==> config.mk <==
export PLATFORM = sky130hd
export DESIGN_NAME = spi_ram_wrapper
export DESIGN_NICKNAME = d
export VERILOG_FILES = /design/src/rtl/spi_ram_wrapper.sv
export SDC_FILE = /design/constraint.sdc
export NUM_CORES = 2
export LEC_CHECK = 0
export ABC_AREA = 1
export CAP_MARGIN = 5
export CORE_ASPECT_RATIO = 2
export CORE_MARGIN = 2
export CORE_UTILIZATION = 46
export DETAILED_ROUTE_END_ITERATION = 10
export HOLD_SLACK_MARGIN = 0.15
export PLACE_DENSITY = 0.6
export SYNTH_ARGS = -nofsm -noshare
export SYNTH_HDL_FRONTEND = slang
export SYNTH_HIERARCHICAL = 1
export SYNTH_SLANG_ARGS = --single-unit
==> constraint.sdc <==
create_clock -name clk -period 9.5 [get_ports clk]
set_clock_uncertainty 0.05 [all_clocks]
set_input_delay 0.95 -clock clk [delete_from_list [all_inputs] [get_ports clk]]
set_output_delay 0.95 -clock clk [all_outputs]
set_load 0.01 [all_outputs]
==> src/rtl/spi_ram_wrapper.sv <==
// SPI loopback: master -> slave -> dual-port RAM on one clock, 16-bit {addr,data} frames.
// Define SPI_RAM_BITS_SENT_EN to keep the last-frame capture on spi_bits_sent (tied to 0 otherwise).

module spi_ram_dp #(
    parameter int DEPTH = 256,
    parameter int W     = 8
) (
    input  logic         clk,
    input  logic         we_a_i,
    input  logic [W-1:0] addr_a_i,
    input  logic [W-1:0] wdata_a_i,
    input  logic [W-1:0] addr_b_i,
    output logic [W-1:0] rdata_b_o
);
    logic [W-1:0] mem [0:DEPTH-1];

    always_ff @(posedge clk) begin
        if (we_a_i) mem[addr_a_i] <= wdata_a_i;
    end

    assign rdata_b_o = mem[addr_b_i];
endmodule

module spi_ram_wrapper #(
    parameter int N         = 2,
    parameter bit cpol      = 1'b0,
    parameter bit cpha      = 1'b0,
    parameter int MEM_DEPTH = 256,
    parameter int ADDR_SIZE = 8
) (
    input  logic                   clk,
    input  logic                   ram_rst_n_a,
    input  logic                   ram_rst_n_b,
    input  logic                   startTx,
    input  logic                   startRx,
    input  logic                   which_slave_enabled,
    input  logic [2*ADDR_SIZE-1:0] spi_din,
    output logic                   spi_mosi,
    output logic                   spi_miso,
    output logic [2*ADDR_SIZE-1:0] spi_bits_sent,
    output logic [N-1:0]           spi_cs
);
    localparam int AS   = ADDR_SIZE;
    localparam int FW   = 2 * ADDR_SIZE;
    localparam int CNTW = $clog2(2 * FW);
    localparam int CW   = $clog2(FW) + 1;
    localparam int IW   = $clog2(AS);
    localparam logic [CNTW-1:0] LAST = CNTW'(2 * FW - 1);

    typedef enum logic [1:0] {M_IDLE, M_ASSERT, M_SHIFT, M_DONE} mst_t;
    typedef enum logic [1:0] {S_IDLE, S_ADDR, S_DATA} slv_t;

    mst_t            mst_q;
    logic [CNTW-1:0] cnt_q;
    logic [FW-1:0]   tx_sr_q;
    logic            rd_q;
    logic [N-1:0]    cs_q;
    logic [N-1:0]    cs_sel_d;
    logic            mosi_q;
    logic            sclk_q;
    logic            sclk_d;
    logic            sclk_edge, lead_ev, trail_ev, smp_ev, shf_ev;

    slv_t            slv_q;
    logic [CW-1:0]   scnt_q;
    logic [AS-2:0]   sr_q;
    logic [AS-1:0]   addr_q;
    logic            miso_q;
    logic            sel;
    logic [IW-1:0]   bit_idx;
    logic            we_a;
    logic [AS-1:0]   wdata_a;
    logic [AS-1:0]   rdata_b;

    always_comb begin
        cs_sel_d = '1;
        for (int j = 0; j < N; j++) begin
            if (int'(which_slave_enabled) == j) cs_sel_d[j] = 1'b0;
        end
    end

    // SCLK toggles every clk in SHIFT and is back at idle level when DONE starts.
    assign sclk_d    = (mst_q == M_SHIFT) ? ((cnt_q == LAST) ? cpol : ~sclk_q) : cpol;
    assign sclk_edge = (sclk_d != sclk_q);
    assign lead_ev   = sclk_edge && (sclk_d != cpol);
    assign trail_ev  = sclk_edge && (sclk_d == cpol);
    assign smp_ev    = cpha ? trail_ev : lead_ev;
    assign shf_ev    = cpha ? lead_ev : trail_ev;

    always_ff @(posedge clk) begin
        if (ram_rst_n_a) begin
            mst_q   <= M_IDLE;
            cnt_q   <= '0;
            tx_sr_q <= '0;
            rd_q    <= 1'b0;
            cs_q    <= '1;
            mosi_q  <= 1'b0;
            sclk_q  <= cpol;
        end else begin
            sclk_q <= sclk_d;
            case (mst_q)
                M_IDLE: begin
                    cs_q   <= '1;
                    mosi_q <= 1'b0;
                    if (startTx || startRx) begin
                        tx_sr_q <= spi_din;
                        rd_q    <= !startTx;
                        cs_q    <= cs_sel_d;
                        mst_q   <= M_ASSERT;
                    end
                end
                M_ASSERT: begin
                    cnt_q <= '0;
                    mst_q <= M_SHIFT;
                    if (!cpha) begin
                        mosi_q  <= tx_sr_q[FW-1];
                        tx_sr_q <= {tx_sr_q[FW-2:0], 1'b0};
                    end
                end
                M_SHIFT: begin
                    cnt_q <= cnt_q + CNTW'(1);
                    if (shf_ev) begin
                        mosi_q  <= tx_sr_q[FW-1];
                        tx_sr_q <= {tx_sr_q[FW-2:0], 1'b0};
                    end
                    if (cnt_q == LAST) begin
                        mosi_q <= 1'b0;
                        mst_q  <= M_DONE;
                    end
                end
                M_DONE: begin
                    cs_q   <= '1;
                    mosi_q <= 1'b0;
                    mst_q  <= M_IDLE;
                end
                default: mst_q <= M_IDLE;
            endcase
        end
    end

`ifdef SPI_RAM_BITS_SENT_EN
    logic [FW-1:0] din_q;
    logic [AS-1:0] rx_q;
    logic [AS-1:0] rx_d;
    logic [FW-1:0] bits_q;

    assign rx_d = smp_ev ? {rx_q[AS-2:0], miso_q} : rx_q;

    always_ff @(posedge clk) begin
        if (ram_rst_n_a) begin
            din_q  <= '0;
            rx_q   <= '0;
            bits_q <= '0;
        end else begin
            if (mst_q == M_IDLE && (startTx || startRx)) din_q <= spi_din;
            rx_q <= rx_d;
            if (mst_q == M_SHIFT && cnt_q == LAST)
                bits_q <= rd_q ? {din_q[FW-1:AS], rx_d} : din_q;
        end
    end

    assign spi_bits_sent = bits_q;
`else
    assign spi_bits_sent = '0;
`endif

    assign sel     = ~&cs_q;
    assign bit_idx = IW'(CW'(FW - 1) - scnt_q);
    assign wdata_a = {sr_q, mosi_q};
    // The final data bit is taken straight off MOSI so the write lands on the 16th sample.
    assign we_a    = (slv_q == S_DATA) && sel && smp_ev && (scnt_q == CW'(FW - 1)) &&
                     !rd_q && !ram_rst_n_a && !ram_rst_n_b;

    always_ff @(posedge clk) begin
        if (ram_rst_n_b) begin
            slv_q  <= S_IDLE;
            scnt_q <= '0;
            sr_q   <= '0;
            addr_q <= '0;
            miso_q <= 1'b0;
        end else if (!sel) begin
            slv_q  <= S_IDLE;
            scnt_q <= '0;
            miso_q <= 1'b0;
        end else begin
            case (slv_q)
                S_IDLE: slv_q <= S_ADDR;
                S_ADDR: begin
                    if (smp_ev) begin
                        sr_q   <= {sr_q[AS-3:0], mosi_q};
                        scnt_q <= scnt_q + CW'(1);
                        if (scnt_q == CW'(AS - 1)) begin
                            addr_q <= {sr_q, mosi_q};
                            slv_q  <= S_DATA;
                        end
                    end
                end
                S_DATA: begin
                    if (smp_ev) begin
                        sr_q   <= {sr_q[AS-3:0], mosi_q};
                        scnt_q <= scnt_q + CW'(1);
                    end
                    if (shf_ev)
                        miso_q <= (rd_q && scnt_q < CW'(FW)) ? rdata_b[bit_idx] : 1'b0;
                end
                default: slv_q <= S_IDLE;
            endcase
        end
    end

    spi_ram_dp #(
        .DEPTH (MEM_DEPTH),
        .W     (AS)
    ) ram_inst (
        .clk       (clk),
        .we_a_i    (we_a),
        .addr_a_i  (addr_q),
        .wdata_a_i (wdata_a),
        .addr_b_i  (addr_q),
        .rdata_b_o (rdata_b)
    );

    assign spi_cs   = cs_q;
    assign spi_mosi = mosi_q;
    assign spi_miso = miso_q;
endmodule

==> results.json <==
{
  "ant_nets": 0,
  "grt_use_total": 0.261,
  "finalSetupViolCount": 0,
  "drt_first_pass_iters": 6,
  "via_per_inst": 5.80,
  "final_common_cell": "nand2_1",
  "endpoint_kind": "flop",
  "initial_utilization": 0.461,
  "place.gp.congestion": 0.944,
  "outcome": "finished clean",
  "crit_slowest_cell": "dfxtp_4",
  "cts_root_buf": "clkbuf_16",
  "p_leak_uw": 0.0310,
  "multi_input_area_um2": 20400,
  "regArea_um2": 62600,
  "finalWirelength_um": 251000,
  "drc_errors": 0,
  "numCtsBuffers": 180,
  "fin_cells": 9766,
  "hold_buffers": 0,
  "vias": 56600,
  "htreeDepth": 4,
  "clock_sinks": 2099,
  "drive_above_1_share": 0.0503,
  "post_cts_resize_count": 0,
  "critPathLaunch": "addr_q[0]",
  "synth_area_leader_cell": "edfxtp_1",
  "synth_area_leaders": "edfxtp_1 72%, nand3_1 12%, nand2_1 9.6%",
  "regToRegEndpoint": "spi_miso",
  "hold_ws_ns": 0.428,
  "path_max_fanout": 191,
  "grt_pass1_vias": 55300,
  "syn_area_um2": 85800,
  "r2r_setup_slack_ns": 4.27,
  "clockBufferDepth": 4,
  "fin_crit_ns": 5.23,
  "clock_latency_ns": 0.82,
  "dp_hpwl_um": 147000,
  "nNetsFinal": 7176,
  "rows": 224,
  "critPathLaunchType": "flop",
  "synth_flop_cell": "edfxtp_1",
  "grt.overflow.total": 0,
  "max_stage_delay_ns": 0.91,
  "post-cts-setup-buffers": 0,
  "dp_slack_ns": 4.44,
  "crit_path_end": "spi_miso",
  "drt-initial-drc-count": 5813,
  "timing.critical_path.arrival_ns": 5.93,
  "period_share": 0.550,
  "fmax_mhz": 191,
  "synth_cell_types": 31,
  "fill_cells": 16200,
  "design_area_um2": 92900,
  "hold_path.class": "reg -> reg",
  "synthArstFlopShare": 0,
  "clkTransAtPathRegs_ns": 0.07,
  "die_h_um": 615,
  "rsz0062_at_grt": "no",
  "yosysSeqAreaShare": 0.729,
  "synth_top_area_share": 0.717,
  "fin_ws_ns": 4.27,
  "core_area_um2": 186000,
  "crit_chain": "buf_4, buf_12, nand2_1, nand3_1, nand3_1, nand3_1, nand3_1, nand3_1, nand3_1, nand2_1, nand2_1, nand2_1, nand2_1, nand3_1, nand2_1, nand2_1, nand3_1, a21oi_1",
  "cts_tree": "yes",
  "hold_viol_final": 0,
  "max_slew.worst_pin.slew_ns": 1.28,
  "grt_max_degree": 210,
  "worstSetupPathType": "reg -> reg",
  "cap_viol_max_count": 0,
  "placedInstanceArea_um2": 87400,
  "cp.required_ns": 10.20,
  "yosys_warnings": 6,
  "synth-edff-count": 2048,
  "relSlewSlack": 0.146,
  "synthCells": 7352,
  "dieArea_um2": 190000,
  "final_cell_mix": "2200 x nand2_1, 2048 x edfxtp_1, 2029 x nand3_1",
  "avgSynthCellArea_um2": 11.7,
  "maxSlewViolCount": 0,
  "crit_top_cell": "nand3_1",
  "hold_start": "tx_sr_q[0]",
  "tns_ns": 0,
  "die_w_um": 309,
  "grt_pass1_wl_um": 365000,
  "vdd_drop_max_v": 0.000209,
  "syn_to_final_growth_pct": 8.36,
  "rr_startpoint": "addr_q[0]",
  "reg2regPathDepth": 18,
  "dp.cells": 9446,
  "antenna_found_initial": 2,
  "portBuffers": 25,
  "ios": 42,
  "ys_seq_elements": 2099,
  "post_drt_wl_per_cell_um": 25.7,
  "powerDensity_nw_per_um2": 192
}
metrics by stage:
stage | total power, uW | utilization
5_1_grt | 18300 | 0.500
6_report | 17900 | 0.500
4_1_cts | 18000 | 0.500
2_1_floorplan | 10800 | -
3_5_place_dp | 11000 | 0.471
3_3_place_gp | 11000 | 0.470
registers in the layout, summed over array words and instances (netlist names), 5 cells and up:
register      count
addr_q            8
tx_sr_q          16
ram_inst/mem   2048
scnt_q            5
cnt_q             5
sr_q              7
power by group:
| part | internal [uW] | total, uW | switching (uW) |
|---|---|---|---|
| Combinational | 106 | 492 | 386 |
| Sequential | 10200 | 10300 | 64.4 |
| Clock | 3800 | 7100 | 3300 |
| Total | 14100 | 17900 | 3750 |
worst max-delay path, delay by kind of cell (launching register included):
family,cells,cell delay [ns]
AO/OA/AOI/OAI,1,0.16
AND/OR/NAND/NOR,15,2.22
flip-flops,1,0.91
buffers and inverters,2,1.51
worst min path at each step:
stage                     depth (start not counted)  slack, ns          to
after floorplan                                   2       0.39  tx_sr_q[0]
after global placement                            2       0.40  tx_sr_q[0]
after detailed placement                          2       0.41  tx_sr_q[0]
after CTS                                         2       0.42  tx_sr_q[0]
after global routing                              2       0.44  tx_sr_q[0]
final                                             2       0.43  tx_sr_q[0]
cells by family after synthesis:
kind of cell,Yosys count,synth area share
fa+ha+maj,12,0.00175
compound gates,59,0.00359
simple gates,4603,0.232
buf+inv,577,0.0336
flops,2099,0.729
other cells,1,0.0000437
xor+xnor,1,0.000102
cells in the mapped netlist, types with 2 or more instances:
master,count
o21ai_0,39
nor3_1,6
nor2_4,2
a211oi_1,3
nand4_1,4
nand2_2,2
buf_1,40
edfxtp_1,2048
clkbuf_1,115
inv_1,63
dfxtp_1,51
nand2_1,2200
buf_2,273
nand3_1,2029
inv_2,4
a21oi_1,14
o22ai_1,2
ha_1,12
and3_1,2
nor2_1,355
buf_6,16
buf_4,63
layout make-up:
type	instances	area share
diodes	2	0.0000539
clock buffers	216	0.0505
clock inverters	102	0.00843
inverters	68	0.00311
multi-input cells	4691	0.220
flip-flops and latches	2099	0.673
well taps	2486	0.0335
repair buffers	102	0.0114
layer usage:
| layer | GRT usage | wire (um) | up-vias |
|---|---|---|---|
| li1 | - | - | 25400 |
| met1 | 0.293 | 86700 | 28200 |
| met2 | 0.459 | 129000 | 2351 |
| met3 | 0.0289 | 14600 | 636 |
| met4 | 0.182 | 20000 | 0 |
| met5 | 0 | 0 | - |
(Power assumes the default switching activity.)
